==> src/rtl/wb_release_unit.sv <==
// wb_release_unit: drains one dirty-line writeback onto the outer C channel.
// Reads the line beat-by-beat from the data array and sends it as
// ReleaseData (voluntary) or ProbeAckData (probe response). After a
// ReleaseData line the unit stays busy until the ReleaseAck pulse.
//
// Ports:
//   clock, reset (async, active-low)
//   io_req_*      : writeback request in (valid/ready)
//   io_data_req_* : data-array read request out (valid/ready)
//   io_data_resp  : read data, one cycle after the read fires
//   io_rel_*      : C-channel beat out (valid/ready)
//   io_rel_ack_valid : ReleaseAck pulse in
//   io_busy       : unit not idle
//
// Optional feature macro: WB_RELEASE_ACK_TIMEOUT_EN
//   Adds io_ack_timeout, a one-cycle pulse raised when no ReleaseAck
//   arrives within TIMEOUT_CYC cycles; the unit then returns to idle.

module wb_release_unit #(
    parameter int BEATS       = 8,
    parameter int DATA_W      = 64,
    parameter int TAG_W       = 20,
    parameter int IDX_W       = 6,
    parameter int OFF_W       = 6,
    parameter int TIMEOUT_CYC = 255
) (
    input  logic                         clock,
    input  logic                         reset,

    input  logic                         io_req_valid,
    output logic                         io_req_ready,
    input  logic [TAG_W-1:0]             io_req_bits_tag,
    input  logic [IDX_W-1:0]             io_req_bits_idx,
    input  logic [1:0]                   io_req_bits_source,
    input  logic [2:0]                   io_req_bits_param,
    input  logic                         io_req_bits_way_en,
    input  logic                         io_req_bits_voluntary,

    output logic                         io_data_req_valid,
    input  logic                         io_data_req_ready,
    output logic [IDX_W-1:0]             io_data_req_bits_idx,
    output logic                         io_data_req_bits_way_en,
    output logic [$clog2(BEATS)-1:0]     io_data_req_bits_beat,
    input  logic [DATA_W-1:0]            io_data_resp,

    output logic                         io_rel_valid,
    input  logic                         io_rel_ready,
    output logic [2:0]                   io_rel_bits_opcode,
    output logic [2:0]                   io_rel_bits_param,
    output logic [1:0]                   io_rel_bits_source,
    output logic [TAG_W+IDX_W+OFF_W-1:0] io_rel_bits_address,
    output logic [DATA_W-1:0]            io_rel_bits_data,

    input  logic                         io_rel_ack_valid,
`ifdef WB_RELEASE_ACK_TIMEOUT_EN
    output logic                         io_ack_timeout,
`endif
    output logic                         io_busy
);

    localparam int BEAT_W = $clog2(BEATS);

    localparam logic [2:0] OP_RELEASE_DATA  = 3'd7;
    localparam logic [2:0] OP_PROBEACK_DATA = 3'd5;

    if (BEATS < 2 || (BEATS & (BEATS - 1)) != 0 || TIMEOUT_CYC < 1)
    begin : g_cfg_check
        $error("wb_release_unit: illegal parameter set");
    end

    typedef enum logic [2:0] {
        S_IDLE,
        S_READ,
        S_CAPT,
        S_SEND,
        S_WAIT_ACK
    } state_t;

    state_t state;
    state_t state_nx;

    logic [TAG_W-1:0]  tag_q;
    logic [IDX_W-1:0]  idx_q;
    logic [1:0]        source_q;
    logic [2:0]        param_q;
    logic              way_en_q;
    logic              vol_q;
    logic [BEAT_W-1:0] beat_q;
    logic [DATA_W-1:0] buf_q;

    logic req_fire;
    logic rel_fire;
    logic last_beat;

    assign req_fire  = io_req_valid & io_req_ready;
    assign rel_fire  = io_rel_valid & io_rel_ready;
    assign last_beat = (beat_q == BEAT_W'(BEATS - 1));

`ifdef WB_RELEASE_ACK_TIMEOUT_EN
    localparam int CNT_W = $clog2(TIMEOUT_CYC + 1);

    logic [CNT_W-1:0] wait_cnt;
    logic             tmo_hit;

    // Counter sits at zero outside WAIT_ACK, so it is cleared on entry
    // and holds the number of cycles already spent waiting.
    assign tmo_hit = (state == S_WAIT_ACK) &&
                     (wait_cnt == CNT_W'(TIMEOUT_CYC));

    always_ff @(posedge clock or negedge reset) begin
        if (!reset) begin
            wait_cnt <= '0;
        end else if (state != S_WAIT_ACK) begin
            wait_cnt <= '0;
        end else begin
            wait_cnt <= wait_cnt + CNT_W'(1);
        end
    end
`endif

    always_ff @(posedge clock or negedge reset) begin
        if (!reset) begin
            state <= S_IDLE;
        end else begin
            state <= state_nx;
        end
    end

    always_comb begin
        state_nx          = state;
        io_req_ready      = 1'b0;
        io_data_req_valid = 1'b0;
        io_rel_valid      = 1'b0;
`ifdef WB_RELEASE_ACK_TIMEOUT_EN
        io_ack_timeout    = 1'b0;
`endif
        unique case (state)
            S_IDLE: begin
                io_req_ready = 1'b1;
                if (io_req_valid) begin
                    state_nx = S_READ;
                end
            end
            S_READ: begin
                io_data_req_valid = 1'b1;
                if (io_data_req_ready) begin
                    state_nx = S_CAPT;
                end
            end
            S_CAPT: begin
                state_nx = S_SEND;
            end
            S_SEND: begin
                io_rel_valid = 1'b1;
                if (io_rel_ready) begin
                    if (!last_beat) begin
                        state_nx = S_READ;
                    end else if (vol_q) begin
                        state_nx = S_WAIT_ACK;
                    end else begin
                        state_nx = S_IDLE;
                    end
                end
            end
            S_WAIT_ACK: begin
                // A same-cycle ack takes priority over the timeout.
                if (io_rel_ack_valid) begin
                    state_nx = S_IDLE;
                end
`ifdef WB_RELEASE_ACK_TIMEOUT_EN
                else if (tmo_hit) begin
                    state_nx       = S_IDLE;
                    io_ack_timeout = 1'b1;
                end
`endif
            end
            default: begin
                state_nx = S_IDLE;
            end
        endcase
    end

    always_ff @(posedge clock or negedge reset) begin
        if (!reset) begin
            tag_q    <= '0;
            idx_q    <= '0;
            source_q <= '0;
            param_q  <= '0;
            way_en_q <= 1'b0;
            vol_q    <= 1'b0;
            beat_q   <= '0;
            buf_q    <= '0;
        end else begin
            if (req_fire) begin
                tag_q    <= io_req_bits_tag;
                idx_q    <= io_req_bits_idx;
                source_q <= io_req_bits_source;
                param_q  <= io_req_bits_param;
                way_en_q <= io_req_bits_way_en;
                vol_q    <= io_req_bits_voluntary;
                beat_q   <= '0;
            end
            if (state == S_CAPT) begin
                buf_q <= io_data_resp;
            end
            if (rel_fire) begin
                beat_q <= last_beat ? '0 : beat_q + BEAT_W'(1);
            end
        end
    end

    assign io_data_req_bits_idx    = idx_q;
    assign io_data_req_bits_way_en = way_en_q;
    assign io_data_req_bits_beat   = beat_q;

    assign io_rel_bits_opcode  = vol_q ? OP_RELEASE_DATA : OP_PROBEACK_DATA;
    assign io_rel_bits_param   = param_q;
    assign io_rel_bits_source  = source_q;
    assign io_rel_bits_address = {tag_q, idx_q, {OFF_W{1'b0}}};
    assign io_rel_bits_data    = buf_q;

    assign io_busy = (state != S_IDLE);

endmodule
==> config.mk <==
export PLATFORM = sky130hd
export DESIGN_NAME = wb_release_unit
export DESIGN_NICKNAME = d
export VERILOG_FILES = /design/src/rtl/wb_release_unit.sv
export SDC_FILE = /design/constraint.sdc
export NUM_CORES = 1
export LEC_CHECK = 0
export CORE_ASPECT_RATIO = 0.75
export CORE_MARGIN = 5
export CORE_UTILIZATION = 30
export CTS_CLUSTER_SIZE = 14
export DETAILED_ROUTE_END_ITERATION = 10
export SETUP_SLACK_MARGIN = 0.2
export SLEW_MARGIN = 20
export SYNTH_ARGS = -nofsm -noshare
export SYNTH_HDL_FRONTEND = slang
export SYNTH_SLANG_ARGS = --single-unit
==> constraint.sdc <==
create_clock -name clock -period 1.7 [get_ports clock]
set_input_delay 0.34 -clock clock [delete_from_list [all_inputs] [get_ports clock]]
set_output_delay 0.34 -clock clock [all_outputs]
set_load 0.02 [all_outputs]
-- Yosys cells after proc, flatten, opt, wreduce, memory -nomap -nowiden
Cells that the tools add are included.
- add/subtract/negate cells: 1
- equality and inequality tests: 9
- multiplexer cells: 14
- bitwise gates (word level): 2
- reductions and logical operators: 4
- operator list (operator ; number):
    $mux 3 ; 9
    $pmux 3 s5 ; 1
    $ne 2x2->1 const B ; 4
    $eq 3x2->1 const B ; 2
    $eq 3x3->1 const B ; 2
    $reduce_and 4->1 ; 1
    $add 3x1->3 const B ; 1
    $eq 3x1->1 const B ; 1
    $logic_not 3->1 ; 1
    $mux 1 ; 3
    $reduce_bool 3->1 ; 1
    $and 1x1->1 ; 2
    $mux 2 ; 1
    $reduce_bool 2->1 ; 1
- flip-flop bits (word level): 103
- input port bits: 103
- output and inout port bits: 118
- word-level logic and storage cells: 39

-- Logic depth before layout (Yosys ltp)
- depth in word-level cells: 5
- depth in mapped cells: 5
- depth with buffers taken out: 5

-- Least setup slack after synthesis
Ideal clock, no wire load.
- path type: register to register
- start: reg state[0]
- end: reg idx_q[5], in the netlist io_data_req_bits_idx[5]
- library setup time: 0.125 ns
- data arrival time: 1.458 ns
- required time: 1.575 ns
- path slack: 0.117 ns
- cell stages (with the launch flop): 5
- buffers on the path: 2
- period minus slack after synthesis: 1.583 ns
- cell sequence: dfrtp_1 buf_6 nor4b_4 buf_6 mux2_2
- word-level cells in the longest chain between the ends: 3
- ends and longest elaborated chain (element ; RTL line ; source):
    start, declared ; 79 ; state_t state;
    start signal, assigned ; 125 ; state <= state_nx;
    $logic_not 3->1 ; 137 ; unique case (state)
    $mux 1 ; 137 ;
    $and 1x1->1 ; 95 ; assign req_fire = io_req_valid & io_req_ready;
    end signal, assigned ; 196 ; idx_q <= io_req_bits_idx;
    end, declared ; 83 ; logic [IDX_W-1:0] idx_q;
Every way passes these cells.
A chain may end at the register's enable or synchronous reset.

-- Final worst setup path
- start: reg state[1]
- end: reg idx_q[3], in the netlist io_data_req_bits_idx[3]
Same word-level chain as after synthesis.

==> summary.txt <==
Critical Path AT -> 1900 ps
routed vias/inst -> 4.378
Remaining DRCs -> 0
sequential fraction of design power -> 31.3%
Root Driver -> clkbuf_16
Starting Density -> 30.28%
vias in the first global route -> 3,253
layout cell share with drive strength beyond 1 -> 31.78%
Syn Inst Count -> 257
CP Cell Sequence -> buf_6, nor4b_4, buf_6, buf_12, buf_8, mux2_2
reg2reg path depth -> 6
Worst Setup End Kind -> flop
syn_area_per_cell -> 16.04 sq um
Critical-path top delay cell -> dfrtp_1
fin. max-slew vios -> 0
WL per Instance -> 17.72 um
Final period util -> 99.06%
half-perimeter wire length after placement -> 8.019 mm
Power Density -> 1923 nW/um^2
Clock power frac -> 15.0%
clock skew -> 4.575 ps
RR Endpoint -> io_data_req_bits_idx[3]
1st-pass router iterations -> 4
hold path cells -> 1
largest net degree at the start of global routing -> 61
setup_tns -> 0 ps
GP Congestion -> 0.7583
Final Worst Setup Slack -> 15.96 ps
gr ovfl total -> 0
Async SR Flop Fraction -> 100.0%
CTS tree -> yes
Finish-stage setup viols -> 0
Crit path top cell by count -> buf_6
Clock Latency Late Sink -> 330 ps
P&R area growth vs syn -> 74.71%
Routed Antenna Nets -> 0
r2r setup slk -> 20 ps
most frequent cells after synthesis -> dfrtp_1, mux2_2, buf_4
CP required -> 1910 ps
fill cell count -> 1,225
crit path launch type -> flop
P_leak -> 3.296 nW
Placement Cell Area -> 6376 sq um
Logic pwr share -> 53.7%
max incr delay on CP -> 390 ps
H-tree levels -> 3
#FFs+latches synth -> 103
Max FO, Critical Path -> 6
post-route cell area -> 7201 sq um
Hold Path End -> io_rel_bits_data[19]
Yosys top cell by area -> dfrtp_1
FF-to-FF Start -> state[1]
first-pass GRT wire length -> 18.31 mm
Internal -> 8.860 mW
Core Util, Final -> 52.90%
Tmin final -> 1684 ps
IO Pins -> 221
Net Sw Power -> 4.988 mW
worst hold path class -> flop to flop
final hold violation count -> 0
CTS sink count -> 103
chip width -> 145.3 um
via count -> 2,929
clock transition at the registers of the reported paths -> 70 ps
sequential area share after synthesis -> 62.54%
number of antenna diodes -> 0
dpl ws -> -167.9 ps
HP Start -> io_rel_bits_data[19]
most numerous cell in the Yosys netlist -> dfrtp_1
maximum vdd drop -> 0.8152 mV
IO buf count -> 212
num rows -> 37
final WL -> 11.86 mm
critical setup path kind -> flop to flop
unrepaired setup endpoints after global routing -> yes
Layout Nets -> 595
Core Box Area -> 13,610 sq um
outcome -> completed
All-Layer GR Usage -> 14.17%
Top FF cell, synth -> dfrtp_1
Switching Share -> 36.02%
Mapped Area -> 4121 sq um
Max Cap Viol -> 0
initial antenna violation count -> 0
number of synthesized flops with an enable pin -> 0
DIE HEIGHT -> 111.5 um
Synth Warn # -> 0
Clock Path Buffers -> 2
Num CTS Buffers -> 9
synth unique cells -> 24
top post-synthesis cells by area -> dfrtp_1, mux2_2, buf_4, buf_6, mux2_1
initial drt markers -> 80
fmax -> 0.5938 GHz
die footprint -> 16,210 sq um
Synth top area share -> 62.54%
==> sequential cells by signal (all words and copies together) (netlist names) <==
name / count
io_rel_bits_data: 64
tag_q: 20
io_data_req_bits_idx: 6
io_data_req_bits_beat: 3
io_rel_bits_param: 3
state: 3
io_rel_bits_source: 2
io_data_req_bits_way_en: 1
vol_q: 1
==> kinds of logic (layout without fill, tap and decap cells) <==
kind of cell | Yosys count | in the layout | share of synthesized area (%)
compound gates | 6 | 6 | 1.093
fa+ha+maj | 2 | 2 | 0.6071
buf+inv | 30 | 261 | 6.132
flops | 103 | 103 | 62.54
mux | 98 | 98 | 26.75
other cells | 2 | 8 | 0.1822
simple gates | 16 | 16 | 2.702
==> cell type report <==
| type | count | area, sq um | area share (%) |
|---|---|---|---|
| Inverter | 2 | 7.507 | 0.1043 |
| Timing Repair Buffer | 244 | 2571 | 35.71 |
| Multi-Input combinational cell | 130 | 1526 | 21.20 |
| Clock buffer | 12 | 256.5 | 3.562 |
| Sequential cell | 103 | 2577 | 35.79 |
| Tap cell | 175 | 219.0 | 3.041 |
| Clock inverter | 3 | 42.54 | 0.5908 |
==> layer usage <==
metal / part of all wire, % / GRT usage [%]
met1: 43 / 17.76
met5: 0 / 0
met4: 1.2 / 3.418
met3: 9.0 / 6.387
met2: 46 / 22.54
==> cells in the final DEF, fill, tap and decap left out <==
| cell type | n |
|---|---|
| ha_1 | 2 |
| and4b_1 | 1 |
| nand2_1 | 3 |
| or3_4 | 1 |
| bufbuf_16 | 1 |
| mux2i_1 | 1 |
| dlygate4sd2_1 | 105 |
| clkinvlp_4 | 1 |
| buf_4 | 7 |
| nor3b_4 | 1 |
| nor3b_2 | 1 |
| buf_12 | 9 |
| mux2_4 | 49 |
| clkdlybuf4s15_1 | 1 |
| clkbuf_1 | 1 |
| dlygate4sd3_1 | 1 |
| nor2_4 | 1 |
| nand3_1 | 1 |
| mux2_2 | 48 |
| dfrtp_1 | 103 |
| nor3_1 | 1 |
| bufinv_16 | 1 |
| o41ai_1 | 1 |
| a22o_1 | 3 |
| nor4b_4 | 1 |
| buf_16 | 8 |
| clkdlybuf4s50_1 | 101 |
| and3_4 | 1 |
| clkbuf_16 | 9 |
| a21oi_1 | 2 |
| clkbuf_8 | 2 |
| clkinv_2 | 1 |
| conb_1 | 8 |
| inv_2 | 2 |
| buf_8 | 3 |
| or2_2 | 2 |
| nor2_1 | 2 |
| buf_6 | 8 |
==> metrics by stage <==
| stage | instances | hold slack (ps) | power (mW) |
|---|---|---|---|
| floorplan | 263 | 44.41 | 8.160 |
| global placement | 633 | 347.5 | 11.37 |
| detailed placement | 633 | 343.8 | 11.49 |
| CTS | 668 | 492.3 | 13.56 |
| global route | 669 | 515.4 | 14.62 |
| finish | 669 | 500.4 | 13.85 |
==> critical path: cells and delay by family, from the launching register on <==
family	cells	cell delay, ps
and+or+nand+nor	1	330
DFF	1	390
muxes	1	320
buffers and inverters	4	530
==> power by group through the flow <==
stage | clock [mW] | combinational (mW) | sequential (mW)
after detailed placement | 0 | 7.09 | 4.39
after global placement | 0 | 7.04 | 4.33
final | 2.08 | 7.44 | 4.33
after global routing | 2.27 | 7.85 | 4.50
after floorplan | 0 | 2.31 | 5.85
after CTS | 2.16 | 7.08 | 4.32
==> timing repair <==
action / CTS / global route
gates cloned: 8 / 0
endpoints found under the hold margin: 33 / 0
hold buffers: 1 / 0
gates resized for setup: 163 / 46
setup endpoints to repair: 210 / 105
setup buffers: 11 / 1
pin swaps: 1 / 3
==> how the worst max path moves through the flow <==
stage / start / endpoint / cells after the start
after floorplan: state[0] / io_data_req_bits_idx[5] / 4
after global placement: io_req_valid / tag_q[12] / 4
after CTS: state[2] / io_rel_valid / 5
after detailed placement: io_req_valid / io_data_req_bits_idx[1] / 4
after global routing: state[1] / io_rel_bits_param[0] / 6
final: state[1] / io_data_req_bits_idx[3] / 6
No activity file was read; power rests on OpenSTA's default activity.
==> RTL edit: new RTL, same settings <==
Add a define of `WB_RELEASE_ACK_TIMEOUT_EN`.
--- a/src/rtl/wb_release_unit.sv
+++ b/src/rtl/wb_release_unit.sv
@@ -16,4 +16,6 @@
 //   Adds io_ack_timeout, a one-cycle pulse raised when no ReleaseAck
 //   arrives within TIMEOUT_CYC cycles; the unit then returns to idle.
+
+`define WB_RELEASE_ACK_TIMEOUT_EN
 
 module wb_release_unit #(
Behaviour (old outputs only; new: io_ack_timeout): no difference found for any inputs over 10 cycles, from zero or initial values and one cycle with reset low; that may be too few to reach the edited logic, so the function may still have changed.
==> RTL edit against the original RTL <==
The flow now finishes with violations (negative setup slack). Sequential power grew 5.5%. Die area grew 7.5%. Routed wire length grew 12%. Count of clock-buffer cells in the layout shrank 3. Area after synthesis grew 8.1%. Critical endpoint is now io_ack_timeout. Design area grew 10%. Maximum frequency shrank 14%. Power grew 5.0%. Critical path depth shrank 1. Synthesized cell count grew 14%. Non-clock buffer count grew 21. Sequential cell count grew 8. Setup slack lost 0.28 ns.
==> RTL edit: results <==
clock_tree:
  root_buffer: "clkbuf_16"
  clkLatencyLatePin_ns: 0.35
  path_clk_slew_ns: 0.07
  htreeDepth: 3
  cts_made_buffers: 9
  clk_path_buf_depth: 2
placed_design:
  dpl.cell_count: 710
  place_area_um2: 7030
  io_buffer_count: 213
  place_congestion: 0.740
  dpl.hpwl_um: 9160
outcome:
  failed_checks: "negative setup slack"
  status: "finished with violations"
synth:
  avgSynthCellArea_um2: 15.2
  synth_cell_types: 28
  synth_common_cells: "dfrtp_1 (111), mux2_2 (97), buf_4 (21)"
  ys_dominant_reg_cell: "dfrtp_1"
  synth_area_leaders: "dfrtp_1 (62%), mux2_2 (25%), buf_4 (3.5%)"
  ys_warn_count: 0
  ys_async_sr_fraction: 1.00
  seq_area_frac_synth: 0.623
grt:
  grt_pass1_wl_um: 21000
  grt_usage: 0.156
  antenna_found_initial: 0
  grt_max_degree: 64
  grt_pass1_vias: 3697
worst_hold_path:
  holdCritPathClass: "flip-flop to flip-flop"
pwr:
  leakagePower_nw: 3.69
  ir_worst_vdd_uv: 828
route:
  drt.antenna.violating_nets: 0
  wl_met2_um: 6280
  via_per_inst: 4.36
  wl_met3_um: 1300
  highest_layer: "met4"
  routedWlPerCell_um: 17.7
  postRouteWirelength_um: 13300
  wl_met1_um: 5590
  drt-pass1-iter-count: 4
  drt-initial-drc-count: 87
final_layout:
  diodes: 0
  final_nets: 652
  drive_gt1_frac: 0.338
  fillCellCount: 1207
  largest_reg_flops: 64
  fin_area_um2: 7950
critical_path:
  crit_fanout: 2
sta:
  setup_viol: 1
  worst_slack_ns: -0.266
  fin_skew_ns: 0.00553
  slew_violations: 0
-- RTL edit: metrics by stage --
step | hold WS [ns] | setup WS (ns) | TNS [ns]
detailed placement | 0.362 | -0.413 | -6.30
global route | 0.517 | -0.327 | -1.35
CTS | 0.510 | -0.291 | -0.291
floorplan | 0.0444 | 0.00737 | 0
finish | 0.505 | -0.266 | -0.266
global placement | 0.357 | -0.393 | -5.22
-- RTL edit: layout make-up --
class,instances,area (um^2),area share
multi-input cells,155,1900,0.239
clock inverters,6,47.5,0.00598
well taps,200,250,0.0315
flip-flops and latches,111,2780,0.350
repair buffers,265,2730,0.344
clock buffers,9,225,0.0283
inverters,4,15.0,0.00189
-- RTL edit: path summary, 6_finish.rpt --
kind,end,cells past startpoint,start,slack (ns)
min in group asynchronous,state[2],3,reset,0.54
setup / recovery,io_ack_timeout,5,wait_cnt[1],-0.27
max in group asynchronous,io_rel_bits_data[7],3,reset,0.86
hold / removal,tag_q[1],1,tag_q[1],0.51
hold reg to reg,tag_q[1],1,tag_q[1],0.51
setup reg to reg,state[2],7,wait_cnt[1],0.01
-- RTL edit: repair_timing --
item,4_1_cts,5_1_grt
endpoints found under the hold margin,48,0
gates resized for setup,235,14
buffers inserted,14,3
endpoints found under the setup margin,212,109
hold buffers,1,0
cloned,7,0
pin swaps,4,6
-- RTL edit: power by group --
| group | total (W) | internal [W] | switching (W) |
|---|---|---|---|
| clock network | 0.00197 | 0.000997 | 0.000977 |
| registers | 0.00457 | 0.00389 | 0.000678 |
| logic | 0.00800 | 0.00437 | 0.00363 |
| total | 0.0145 | 0.00926 | 0.00528 |
-- RTL edit: per-layer routing --
| metal | track usage | vias to the layer above |
|---|---|---|
| li1 | - | 1509 |
| met1 | 0.196 | 1624 |
| met2 | 0.251 | 126 |
| met3 | 0.0657 | 11 |
| met4 | 0.0411 | 0 |
| met5 | 0 | - |
-- RTL edit: critical path, stage by stage (launching register included) --
cell     delay [ns]
dfrtp_1        0.35
ha_2           0.19
nand3_2        0.08
or3_4          0.39
nor3_4         0.12
buf_6          0.14
-- RTL edit: kinds of logic after synthesis --
| kind of cell | count (synthesis) | synth area share |
|---|---|---|
| flops | 111 | 0.623 |
| mux | 97 | 0.245 |
| fa+ha+maj | 3 | 0.00843 |
| other cells | 2 | 0.00169 |
| compound gates | 13 | 0.0197 |
| buf+inv | 33 | 0.0534 |
| simple gates | 31 | 0.0424 |
| xor+xnor | 3 | 0.00590 |
